[config.mk]
export PLATFORM = sky130hd
export DESIGN_NAME = state_dump_unit
export DESIGN_NICKNAME = d
export VERILOG_FILES = /design/src/rtl/state_dump_unit.sv
export SDC_FILE = /design/constraint.sdc
export NUM_CORES = 1
export LEC_CHECK = 0
export CORE_MARGIN = 4
export CORE_UTILIZATION = 29
export CTS_BUF_LIST = sky130_fd_sc_hd__clkbuf_2
export CTS_CLUSTER_SIZE = 20
export DETAILED_ROUTE_END_ITERATION = 7
export PLACE_DENSITY = 0.48
export SYNTH_ARGS = -nofsm -noshare
export SYNTH_HDL_FRONTEND = slang
export SYNTH_SLANG_ARGS = --single-unit
[constraint.sdc]
create_clock -name clk -period 2.85 [get_ports clk]
set_input_delay 0.7125 -clock clk [delete_from_list [all_inputs] [get_ports clk]]
set_output_delay 0.7125 -clock clk [all_outputs]
set_load 0.1 [all_outputs]
[src/rtl/state_dump_unit.sv]
// state_dump_unit: walks the register file, then data memory, streaming
// every entry as a valid/ready beat. Define STATE_DUMP_CHECKSUM_EN for a trailing checksum beat.
module state_dump_unit #(
    parameter int XLEN       = 32,
    parameter int NREGS      = 32,
    parameter int REG_AW     = 5,
    parameter int DMEM_BYTES = 32,
    parameter int DMEM_AW    = 32
) (
    input  logic               clk,
    input  logic               rst,
    input  logic               start,
    output logic [REG_AW-1:0]  reg_raddr,
    input  logic [XLEN-1:0]    reg_rdata,
    output logic [DMEM_AW-1:0] dmem_raddr,
    input  logic [7:0]         dmem_rdata,
    output logic               out_valid,
    input  logic               out_ready,
    output logic [1:0]         out_tag,
    output logic [DMEM_AW-1:0] out_index,
    output logic [XLEN-1:0]    out_data,
    output logic               busy,
    output logic               done
);

    localparam int BPW = XLEN / 8;
    localparam int KW  = (BPW > 1) ? $clog2(BPW) : 1;

    localparam logic [DMEM_AW:0]   LIMIT     = (DMEM_AW+1)'(DMEM_BYTES);
    localparam logic [DMEM_AW:0]   BPW_EXT   = (DMEM_AW+1)'(BPW);
    localparam logic [DMEM_AW-1:0] LAST_ADDR = DMEM_AW'(DMEM_BYTES - 1);
    localparam logic [REG_AW-1:0]  LAST_REG  = REG_AW'(NREGS - 1);
    localparam logic [KW-1:0]      LAST_BYTE = KW'(BPW - 1);

    typedef enum logic [2:0] {
        IDLE,
        REGS,
        MEM_GATHER,
        MEM_EMIT,
`ifdef STATE_DUMP_CHECKSUM_EN
        CSUM,
`endif
        DRAIN
    } state_e;

    state_e             state_q;
    logic [REG_AW-1:0]  idx_q;
    logic [KW-1:0]      k_q;
    logic [DMEM_AW-1:0] base_q;
    logic [XLEN-1:0]    word_q;
    logic               ov_q;
    logic [1:0]         tag_q;
    logic [DMEM_AW-1:0] index_q;
    logic [XLEN-1:0]    data_q;
    logic               done_q;
`ifdef STATE_DUMP_CHECKSUM_EN
    logic [XLEN-1:0]    csum_q;
`endif

    logic               accept;
    logic               can_load;
    logic [DMEM_AW:0]   addr_ext;
    logic [DMEM_AW:0]   base_d;
    logic               in_range;
    logic               more_d;
    logic [7:0]         byte_d;

    assign accept   = ov_q & out_ready;
    assign can_load = ~ov_q | out_ready;
    assign addr_ext = {1'b0, base_q} + {{(DMEM_AW+1-KW){1'b0}}, k_q};
    assign base_d   = {1'b0, base_q} + BPW_EXT;
    assign in_range = addr_ext < LIMIT;
    assign more_d   = base_d < LIMIT;
    assign byte_d   = in_range ? dmem_rdata : 8'h00;

    assign reg_raddr  = idx_q;
    assign dmem_raddr = (state_q != MEM_GATHER) ? '0 :
                        in_range ? addr_ext[DMEM_AW-1:0] : LAST_ADDR;
    assign out_valid  = ov_q;
    assign out_tag    = tag_q;
    assign out_index  = index_q;
    assign out_data   = data_q;
    assign busy       = (state_q != IDLE);
    assign done       = done_q;

    // Dump sequencer plus the single-entry output register it feeds.
    always_ff @(posedge clk) begin
        if (!rst) begin
            state_q <= IDLE;
            idx_q   <= '0;
            k_q     <= '0;
            base_q  <= '0;
            word_q  <= '0;
            ov_q    <= 1'b0;
            tag_q   <= 2'b00;
            index_q <= '0;
            data_q  <= '0;
            done_q  <= 1'b0;
`ifdef STATE_DUMP_CHECKSUM_EN
            csum_q  <= '0;
`endif
        end else begin
            done_q <= 1'b0;
            if (accept) begin
                ov_q <= 1'b0;
            end
            unique case (state_q)
                IDLE: begin
                    if (start) begin
                        state_q <= REGS;
                        idx_q   <= '0;
                        k_q     <= '0;
                        base_q  <= '0;
`ifdef STATE_DUMP_CHECKSUM_EN
                        csum_q  <= '0;
`endif
                    end
                end
                REGS: begin
                    if (can_load) begin
                        ov_q    <= 1'b1;
                        tag_q   <= 2'b00;
                        index_q <= DMEM_AW'(idx_q);
                        data_q  <= reg_rdata;
`ifdef STATE_DUMP_CHECKSUM_EN
                        csum_q  <= csum_q + reg_rdata;
`endif
                        if (idx_q == LAST_REG) begin
                            state_q <= MEM_GATHER;
                            k_q     <= '0;
                            base_q  <= '0;
                        end else begin
                            idx_q <= idx_q + 1'b1;
                        end
                    end
                end
                MEM_GATHER: begin
                    if (can_load) begin
                        word_q[8*k_q +: 8] <= byte_d;
                        if (k_q == LAST_BYTE) begin
                            k_q     <= '0;
                            state_q <= MEM_EMIT;
                        end else begin
                            k_q <= k_q + 1'b1;
                        end
                    end
                end
                MEM_EMIT: begin
                    if (can_load) begin
                        ov_q    <= 1'b1;
                        tag_q   <= 2'b01;
                        index_q <= base_q;
                        data_q  <= word_q;
                        base_q  <= base_d[DMEM_AW-1:0];
`ifdef STATE_DUMP_CHECKSUM_EN
                        csum_q  <= csum_q + word_q;
                        state_q <= more_d ? MEM_GATHER : CSUM;
`else
                        state_q <= more_d ? MEM_GATHER : DRAIN;
`endif
                    end
                end
`ifdef STATE_DUMP_CHECKSUM_EN
                CSUM: begin
                    if (can_load) begin
                        ov_q    <= 1'b1;
                        tag_q   <= 2'b10;
                        index_q <= '0;
                        data_q  <= csum_q;
                        state_q <= DRAIN;
                    end
                end
`endif
                DRAIN: begin
                    if (accept) begin
                        state_q <= IDLE;
                        done_q  <= 1'b1;
                    end
                end
                default: state_q <= IDLE;
            endcase
        end
    end

endmodule
# ---- After elaboration in Yosys (flattened, before gate mapping)
# Cells that the tools add are included.
dict set report totals {
  register_bits 142
  out_inout_bits 106
  wordCells 92
}
dict set report op_classes {
  n_addsub 5
  n_lt_le_gt_ge 2
  eq_ne 15
  n_shift 2
  n_mux 41
  n_bitwise 3
  reduce_logical 14
}
# operator n
set op_table {}
lappend op_table {{two-way mux 32 bit} 10}
lappend op_table {{case mux 32 bit (2 select lines)} 2}
lappend op_table {{case mux 32 bit (3 select lines)} 1}
lappend op_table {{< comparator 33 x 6 -> 1 bit (second input constant)} 2}
lappend op_table {{negation 5 -> 34 bit} 1}
lappend op_table {{variable shift 8 x 34 -> 32 bit (first input constant)} 1}
lappend op_table {{variable part select 8 x 34 -> 32 bit} 1}
lappend op_table {{adder 32 x 2 -> 33 bit} 1}
lappend op_table {{adder 32 x 3 -> 33 bit (second input constant)} 1}
lappend op_table {{bitwise mux 32 bit} 1}
lappend op_table {{two-way mux 3 bit} 8}
lappend op_table {{inequality test 2 bit (second input constant)} 8}
lappend op_table {{two-way mux 5 bit} 3}
lappend op_table {{case mux 3 bit (5 select lines)} 1}
lappend op_table {{two-way mux 2 bit} 7}
lappend op_table {{case mux 5 bit (2 select lines)} 1}
lappend op_table {{AND reduction 5 bit} 2}
lappend op_table {{nonzero test 3 bit} 3}
lappend op_table {{two-way mux 8 bit} 1}
lappend op_table {{AND reduction 7 bit} 1}
lappend op_table {{equality test 3 x 2 -> 1 bit (second input constant)} 2}
lappend op_table {{case mux 2 bit (3 select lines)} 1}
lappend op_table {{adder 5 x 1 -> 5 bit (second input constant)} 1}
lappend op_table {{equality test 5 bit (second input constant)} 1}
lappend op_table {{other kinds (16)} 21}

# ---- Longest topological paths before layout
# Gate-level depths: netlist of run 1.
dict set report depth {
  depth_word 5
  mapped_depth 10
}

# ---- Worst setup path after synthesis of run 1
# OpenSTA, ideal clock, no wires.
dict set report synth_path {
  path_type {register -> output}
  start {register base_q[27]}
  end {output port dmem_raddr[0]}
  arrival_time_ps 2437
  t_required_ps 2138
  path_slack_ps -300
  path_stages_with_launch 7
  path_cell_list {dfxtp_1 > clkbuf_1 > nor4_1 > nand4_1 > nor2_1 > clkbuf_1 > a21oi_1}
}
dict set report synth_via {
  elab_chain_cells 4
}
# item line
set synth_rtl {}
lappend synth_rtl {{start, declared} 49} ;# logic [DMEM_AW-1:0] base_q;
lappend synth_rtl {{start signal, assigned} 154} ;# base_q <= base_d[DMEM_AW-1:0];
lappend synth_rtl {{adder 32 x 2 -> 33 bit} 70} ;# assign addr_ext = {1'b0, base_q} + {{(DMEM_AW+1-KW){1'b0}}, k_q};
lappend synth_rtl {{< comparator 33 x 6 -> 1 bit} 72} ;# assign in_range = addr_ext < LIMIT;
lappend synth_rtl {{two-way mux 32 bit} 78} ;# in_range ? addr_ext[DMEM_AW-1:0] : LAST_ADDR;
lappend synth_rtl {{two-way mux 32 bit} 77} ;# assign dmem_raddr = (state_q != MEM_GATHER) ? '0 :
lappend synth_rtl {{end, declared} 15} ;# output logic [DMEM_AW-1:0] dmem_raddr,
# No other way between the ends.

# ---- Worst setup path in the final report of run 1
dict set report layout_path {
  start {register base_q[12]}
  end {output port dmem_raddr[2]}
}
# Same word-level chain as after synthesis.

==> run metrics, run 1 <==
result of the run complete, but fails checks; failing checks setup timing; CTS tree yes; CP Capture Type primary output; worst setup margin -3.356 ps; slew of the pin with the lowest slew margin 658.1 ps; Post-DP HPWL 14410 um; clock sink count between 100 and 150; slowest cell delay on critical path between 400 and 500 ps; Period minus WS final approximately 2900 ps; WL met2 9976 um; placed cell area roughly 8400 sq um; vias per cell slightly below 5; worst min path class reg2reg; largest net degree at the start of global routing 62; critical path buffer and inverter count 2; first-pass GRT wire length between 30000 and 40000 um; Fin Clk Skew 43.34 ps; area growth from synthesis to layout 26.87%; Critical Path Stages 6; max frequency 350.5 MHz; drt first pass iters 5; Seq/Total Area, Yosys 0.4040; number of synthesized flops with an enable pin 0; Num CTS Buffers 17; dpl ws roughly 260 ps; Hold Fails Final Rpt 0; WL per Instance between 15 and 20 um; metal3 WL about 940 um; Crit path max-delay family simple AND/OR/NAND/NOR gates; vias 6060; R2R depth 8; aggregate global-route resource usage 0.1553; Starting Density 0.2943; Req. time, crit path between 2000 and 2500 ps; Fillers about 2500; startpoint types flop; Hold Path Depth 2; P_leak approximately 3.3 nW; crit-path max FO 10; Root Driver clkbuf_2; Buffers on Ports 121; Max Slew Vio Count 0; Routed WL 20400 um; yosys synthesis warning count 0; average cell area after synthesis between 8 and 9 sq um; Cells after Synth approximately 800; CTS Hold Bufs 0; fin cells ~1300; Ports 150; Reg clk slew, reported paths 230 ps; crit-path cells nor4_4 > nand4_1 > nor2_2 > buf_6 > a21oi_2 > buf_12; FF+latch count, synth between 100 and 150; Clock H-tree levels 4; P per Cell Area about 470 nW/um^2; CP arrival approximately 2100 ps; unrepaired setup endpoints after global routing true; dpl cells 1221; initial antenna violation count 1; ys flop type dfxtp_1; max_cap viols 0; most frequent cells in the layout 136 x nor2_1, 121 x dfxtp_1, 118 x buf_4, 63 x a22oi_1, 43 x clkdlybuf4s50_1; DRT met1 WL 9345 um; Mapped Area 6888 sq um; DRC 0; RePlAce Congestion approximately 0.82; VDD IR max ~0.00020 V; Clock Path Buffers 2; Die W around 160 um; slowest cell on the critical path dfxtp_2; Period Utilization, post-route 1.001; most common cell after layout, fill and taps aside nor2_1; Core Area approximately 23000 sq um; DRT iter0 DRCs ~380; Final Setup Violations 1; Setup Crit Path Kind reg2out; clock network latency to the later pin of the worst-skew pair about 700 ps; max layer used met4; total gr overflow 0; ys async rst share 0; synth unique cells between 60 and 70; layout cells sized above 1 0.2406; fin area about 9000 sq um; Final nets roughly 970; total negative setup slack -3.356 ps; die height ~160 um; number of global-route vias before repair approximately 6000; site row count 56; Rel. slew slack 0.5613; Die Footprint approximately 26000 sq um; Routed Antenna Nets 0
-- where the power goes --
part,switching [mW],internal (mW)
sequential,0.0357,2.00
clock,0.835,0.256
combinational,0.793,0.222
-- timing repair --
| item | 4_1_cts | 5_1_grt |
|---|---|---|
| buffers inserted | 3 | 2 |
| pin swaps | 7 | 3 |
| gates cloned | 0 | 0 |
| endpoints found under the setup margin | 5 | 7 |
| endpoints found under the hold margin | 0 | 0 |
| resized for setup | 33 | 10 |
-- final cells by class --
type | count | area, sq um | area share
timing repair buffer | 173 | 1539 | 0.1761
clock buffer | 17 | 85.08 | 0.009737
antenna | 1 | 2.502 | 0.0002864
multi-input combinational | 581 | 3730 | 0.4268
tap | 319 | 399.1 | 0.04568
inverter | 10 | 38.79 | 0.004439
clock inverter | 15 | 128.9 | 0.01475
sequential | 139 | 2815 | 0.3222
-- path summary, 6_finish.rpt --
kind,slack (ps),startpoint,to
worst min register to register,480,out_index[0],out_index[0]
worst max-delay path,-3,base_q[12],dmem_raddr[2]
worst max register to register,240,base_q[7],state_q[2]
worst min-delay path,480,out_index[0],out_index[0]
-- cell families after synthesis --
| kind of cell | after synthesis | share of synthesized area |
|---|---|---|
| AND/OR/NAND/NOR | 289 | 0.2209 |
| buffers and inverters | 105 | 0.08828 |
| flip-flops | 139 | 0.4040 |
| other | 1 | 0.0005444 |
| multiplexers | 39 | 0.05686 |
| adder cells (fa/ha/maj) | 8 | 0.01453 |
| AO/OA/AOI/OAI | 204 | 0.1984 |
| XOR/XNOR | 13 | 0.01653 |
-- per-layer routing --
metal,GRT usage,up-vias
met1,0.2071,2839
li1,-,3071
met4,0.02884,0
met5,0,-
met2,0.2595,142
met3,0.03730,8
-- worst reg2reg max path: cells and delay by family, from the launching register on --
kind	cells	cell delay (ps)
and+or+nand+nor	4	1110
xor gates and xnor gates	1	130
DFF	1	490
buffers and inverters	1	140
AOI/OAI and AO/OA	2	670
-- synthesized netlist by cell type, drive strengths merged (16+ instances only) --
cell | number | area, sq um
mux2i | 38 | 380.4
o21ai | 29 | 148.9
dfxtp | 139 | 2783
a22oi | 63 | 473.0
a21oi | 44 | 220.2
a211oi | 39 | 292.8
nand2 | 40 | 152.6
nor3 | 21 | 126.4
buf | 53 | 390.4
nand4 | 16 | 130.1
nor2 | 140 | 533.0
clkbuf | 42 | 178.9
-- registers in the layout, summed over array words and instances (netlist names) --
signal,count
done,1
out_tag,1
reg_raddr,5
out_valid,1
state_q,3
out_data,32
word_q,32
out_index,32
base_q,30
k_q,2
-- per-stage QoR --
stage / power, mW / hold WS [ps] / util
4_1_cts: 4.218 / 482.1 / 0.3713
3_5_place_dp: 3.099 / 454.4 / 0.3572
5_1_grt: 4.362 / 505.6 / 0.3734
3_3_place_gp: 3.100 / 450.1 / 0.3572
6_report: 4.144 / 479.7 / 0.3734
2_1_floorplan: 2.885 / 479.2 / -
Note: power is estimated with default switching activity, not from simulation.
==> inputs of run 2 (changes only) <==
--- a/config.mk
+++ b/config.mk
@@ -10,7 +10,9 @@
 export CTS_BUF_LIST = sky130_fd_sc_hd__clkbuf_2
 export CTS_CLUSTER_SIZE = 20
 export DETAILED_ROUTE_END_ITERATION = 7
+export HOLD_SLACK_MARGIN = 0.06
 export PLACE_DENSITY = 0.48
 export SYNTH_ARGS = -nofsm -noshare
 export SYNTH_HDL_FRONTEND = slang
 export SYNTH_SLANG_ARGS = --single-unit
+export TNS_END_PERCENT = 30
==> run metrics, run 2 (synthesized netlist as in run 1, its figures left out) <==
result of the run complete, but fails checks; failing checks setup timing; number of global-route vias before repair 5988 (+0.017%); total gr overflow 0 (unchanged); Period Utilization, post-route 1.003 (+0.002183); most frequent cells in the layout 136 x nor2_1, 121 x dfxtp_1, 118 x buf_4, 63 x a22oi_1, 43 x clkdlybuf4s50_1; Max Slew Vio Count 0 (unchanged); Num CTS Buffers 17 (unchanged); area growth from synthesis to layout 26.87% (unchanged); Die Footprint 26280 sq um (unchanged); WL per Instance 16.29 um (+0.21%); vias 6059 (-0.017%); Root Driver clkbuf_2; Hold Path Depth 2 (unchanged); CTS tree yes; Buffers on Ports 121 (unchanged); RePlAce Congestion 0.8197 (unchanged); sequential power share 0.491 (about the same); Clk pwr share 0.264 (about the same); worst min path class reg2reg; clock network latency to the later pin of the worst-skew pair 730 ps (about the same); Period minus WS final 2860 ps (+6.221 ps); Reg clk slew, reported paths 230 ps (about the same); Fin Clk Skew 46.48 ps (+3.144 ps); Routed Antenna Nets 0 (unchanged); Core Area 23400 sq um (unchanged); reg2reg setup slack 240 ps (about the same); Fillers 2478 (unchanged); aggregate global-route resource usage 0.1553 (unchanged); initial antenna violation count 1 (unchanged); site row count 56 (unchanged); max frequency 349.7 MHz (-0.22%); CP arrival 2150 ps (about the same); Setup Crit Path Kind reg2out; Int Power 2.481 mW (about the same); sw frac 0.4019 (+0.0004795); clock sink count 139 (unchanged); first-pass GRT wire length 33130 um (unchanged); Hold Fails Final Rpt 0 (unchanged); dpl ws 260.7 ps (unchanged); Die W 162.1 um (unchanged); P_leak 3.260 nW (unchanged); Clock H-tree levels 4 (unchanged); worst setup margin -9.577 ps (-6.221 ps); final core occ 0.3734 (unchanged); Clock Path Buffers 2 (unchanged); area of the multi-input gates 3730 sq um (unchanged); DRT iter0 DRCs 383 (-0.26%); layout cells sized above 1 0.2406 (unchanged); drt first pass iters 5 (unchanged); Post-DP HPWL 14410 um (unchanged); Ports 150 (unchanged); Final nets 974 (unchanged); most common cell after layout, fill and taps aside nor2_1; Rel. slew slack 0.5591 (-0.002114); Req. time, crit path 2140 ps (about the same); power share of the combinational group 0.245 (about the same); slew of the pin with the lowest slew margin 661.3 ps (+3.172 ps); unrepaired setup endpoints after global routing true; Total Power 4.148 mW (about the same); R2R depth 8 (unchanged); startpoint types flop; CP Capture Type primary output; DRC 0 (unchanged); die height 162.1 um (unchanged); P per Cell Area 474.7 nW/um^2 (about the same); VDD IR max 0.0001968 V (about the same); vias per cell 4.828 (about the same); NetSw 1.667 mW (+0.20%); Routed WL 20440 um (+0.21%); largest net degree at the start of global routing 62 (unchanged); crit-path max FO 10 (unchanged); Starting Density 0.2943 (unchanged); max_cap viols 0 (unchanged); Final Setup Violations 4 (+3); total negative setup slack -12.78 ps (-9.420 ps); Register Area 2815 sq um (unchanged)
-- run 2: cell counts in the layout (fill, tap and decap cells not counted) --
Identical to the previous run, type by type.
-- run 2: path summary, 6_finish.rpt --
kind,start,end
setup / recovery,base_q[12],dmem_raddr[2]
setup reg to reg,base_q[7],state_q[2]
hold reg to reg,out_index[0],out_index[0]
hold / removal,out_index[0],out_index[0]
-- run 2: cell type report --
class                           instances  area share
Tap cell                              319     0.04568
Multi-Input combinational cell        581      0.4268
Clock inverter                         15     0.01475
Sequential cell                       139      0.3222
Inverter                               10    0.004439
Clock buffer                           17    0.009737
Timing Repair Buffer                  173      0.1761
Antenna cell                            1   0.0002864
-- run 2: power groups by stage --
stage | sequential [mW] | clock [mW] | combinational [mW]
finish | 2.04 | 1.09 | 1.02
global route | 2.05 | 1.24 | 1.07
CTS | 2.04 | 1.15 | 1.02
detailed placement | 2.08 | 0 | 1.02
floorplan | 2.48 | 0 | 0.406
global placement | 2.08 | 0 | 1.02
-- run 2: per-layer routing --
metal,share of wire,GRT usage,up-vias
met5,0,0,-
met3,0.046,0.03730,14
met2,0.49,0.2595,139
li1,-,-,3067
met1,0.46,0.2071,2839
met4,0.0074,0.02884,0
-- run 2: stage by stage --
stage	hold WS (ps)	cells	instance area, sq um
final	478.6	1255	8738
after global routing	505.6	1255	8738
after CTS	482.1	1252	8688
after detailed placement	454.4	1221	8359
after global placement	450.1	1221	8359
after floorplan	479.2	825	6989
-- run 2: timing repair --
action / 4_1_cts / 5_1_grt
buffers inserted: 3 / 2
endpoints found under the hold margin: 0 / 0
gates resized for setup: 33 / 10
pin swaps: 7 / 3
hold buffers: 0 / 0
endpoints found under the setup margin: 5 / 7
-- run 2: worst max-delay path, stage by stage, from the launching register on --
cell     delay (ps)
dfxtp_2         460
nor4_4          240
nand4_1         140
nor2_2          160
buf_6           160
a21oi_2          90
buf_12          190
==> inputs of run 3 (changes only) <==
--- a/config.mk
+++ b/config.mk
@@ -6,12 +6,13 @@
 export NUM_CORES = 1
 export LEC_CHECK = 0
 export CORE_MARGIN = 4
-export CORE_UTILIZATION = 29
+export CORE_UTILIZATION = 45
 export CTS_BUF_LIST = sky130_fd_sc_hd__clkbuf_2
 export CTS_CLUSTER_SIZE = 20
 export DETAILED_ROUTE_END_ITERATION = 7
 export HOLD_SLACK_MARGIN = 0.06
-export PLACE_DENSITY = 0.48
+export PLACE_DENSITY = 0.69
+export REMOVE_ABC_BUFFERS = 1
 export SYNTH_ARGS = -nofsm -noshare
 export SYNTH_HDL_FRONTEND = slang
 export SYNTH_SLANG_ARGS = --single-unit
==> run metrics, run 3 (synthesized netlist as in run 1, its figures left out) <==
result of the run completed; Routed Antenna Nets 0 (unchanged); Fin Clk Skew 37.04 ps (-9.438 ps); max frequency 352.3 MHz (+0.75%); dpl cells 1077 (-12%); clock sink count 139 (unchanged); placed cell area 8098 sq um (-3.1%); Post-DP HPWL 12790 um (-11%); clock network latency to the later pin of the worst-skew pair 760 ps (+30 ps); unrepaired setup endpoints after global routing true; Root Driver clkbuf_2; Reg clk slew, reported paths 200 ps (-30 ps); initial antenna violation count 1 (unchanged); NetSw 1.657 mW (-0.63%); Max Slew Vio Count 0 (unchanged); startpoint types flop; most common cell after layout, fill and taps aside nor2_1; slew of the pin with the lowest slew margin 601.4 ps (-59.93 ps); Clock H-tree levels 4 (unchanged); DRC 0 (unchanged); Critical path origin base_q[27]; Period minus WS final 2838 ps (-21.18 ps); Register Area 2841 sq um (+0.93%); Buffers on Ports 121 (unchanged); aggregate global-route resource usage 0.2108 (+0.05552); fin cells 1125 (-10%); fin area 8638 sq um (-1.1%); vias per cell 5.554 (+15%); first-pass GRT wire length 30230 um (-8.8%); Hold Fails Final Rpt 0 (unchanged); Int Power 2.567 mW (+3.5%); Die W 131.7 um (-19%); P per Cell Area 488.9 nW/um^2 (+3.0%); worst min path class reg2reg; sw frac 0.3922 (-0.009682); most frequent cells in the layout 136 x nor2_1, 126 x buf_4, 116 x dfxtp_1, 63 x a22oi_1, 43 x clkdlybuf4s50_1; Core Area 14750 sq um (-37%); worst hold start out_index[1]; area growth from synthesis to layout 25.41%; final core occ 0.5855 (+0.2121); largest net degree at the start of global routing 71 (+15%); Die Footprint 17350 sq um (-34%); r2r startpoint base_q[2]; site row count 44 (-21%); CTS tree yes; number of global-route vias before repair 5739 (-4.2%); max_cap viols 0 (unchanged); met3 usage 0.04778 (+0.01048); RePlAce Congestion 0.8840 (+7.8%); Ports 150 (unchanged); Routed WL 18330 um (-10%); Req. time, crit path 2140 ps (about the same); CP Capture Type primary output; Final Setup Violations 0 (-4); Clk pwr share 0.282 (+0.018); P_leak 3.308 nW (+1.5%); GR Layer Usage met1 0.2931 (+0.08596); Starting Density 0.4668 (+0.1725); Fillers 1371 (-45%); WL per Instance 16.30 um (about the same); Setup Crit Path Kind reg2out; Num CTS Buffers 17 (unchanged); drt first pass iters 5 (unchanged); layout cells sized above 1 0.2511 (+0.01042); grt met2 use 0.3223 (+0.06284); power share of the combinational group 0.238 (-0.007); Final nets 979 (+0.51%); die height 131.7 um (-19%); CP arrival 2130 ps (-20 ps); vias 6248 (+3.1%); crit-path max FO 6 (-4); area of the multi-input gates 3731 sq um (about the same); total negative setup slack 0 ps (+12.78 ps); Clock Path Buffers 2 (unchanged); VDD IR max 0.0001779 V (-9.6%); total gr overflow 0 (unchanged); Rel. slew slack 0.5991 (+0.03995); busiest grt layer met2; DRT iter0 DRCs 567 (+48%); Period Utilization, post-route 0.9959 (-0.007431); sequential power share 0.480 (-0.011)
## run 3: changes by cell type in the layout (fill, tap and decap cells not counted), moves of 2 or more
cell        change
buf_4           +8
inv_6           +4
clkinvlp_4      -2
dfxtp_1         -5
dfxtp_4         +8
clkinv_4        -3
dfxtp_2         -3
buf_6           -2
## run 3: layout make-up
type / count / share of cell area
Timing Repair Buffer: 178 / 0.1802
Sequential cell: 139 / 0.3289
Inverter: 10 / 0.004490
Multi-Input combinational cell: 581 / 0.4319
Clock inverter: 15 / 0.01767
Antenna cell: 1 / 0.0002897
Tap cell: 184 / 0.02665
Clock buffer: 17 / 0.009849
## run 3: path summary, 6_finish.rpt
kind	cells after the start	slack [ps]	to
worst min register to register	2	470	out_index[1]
worst min-delay path	2	470	out_index[1]
worst max register to register	8	180	state_q[2]
worst max-delay path	6	10	dmem_raddr[0]
## run 3: power groups by stage
stage,clock network [mW],logic [mW],registers [mW]
finish,1.19,1.01,2.03
global route,1.31,1.05,2.04
CTS,1.23,1.01,2.03
detailed placement,0,1.00,2.08
global placement,0,1.00,2.08
floorplan,0,0.360,2.48
## run 3: metrics by stage
stage,power [mW],hold WS [ps],worst slack [ps]
3_3_place_gp,3.081,441.5,202.9
3_5_place_dp,3.084,452.0,179.8
6_report,4.223,472.4,11.60
2_1_floorplan,2.842,479.2,-1482
4_1_cts,4.264,475.7,-74.35
5_1_grt,4.406,492.0,-143.3
## run 3: timing repair
action                     in CTS  in global routing
buffers inserted               16                  3
pin swaps                      11                  5
setup endpoints to repair       5                  6
gates resized for setup        49                  6
hold buffers                    0                  0
## run 3: critical path, cell delays in order (launching register included)
cell,delay (ps)
dfxtp_2,380
nor4_4,300
nand4_1,180
nor2_4,160
buf_12,140
a21oi_2,70
buf_12,170
## run 3: per-layer routing
metal / vias to the layer above / share of wire
met3: 35 / 0.050
met4: 0 / 0.021
met1: 2934 / 0.47
met5: - / 0
li1: 3093 / -
met2: 186 / 0.46
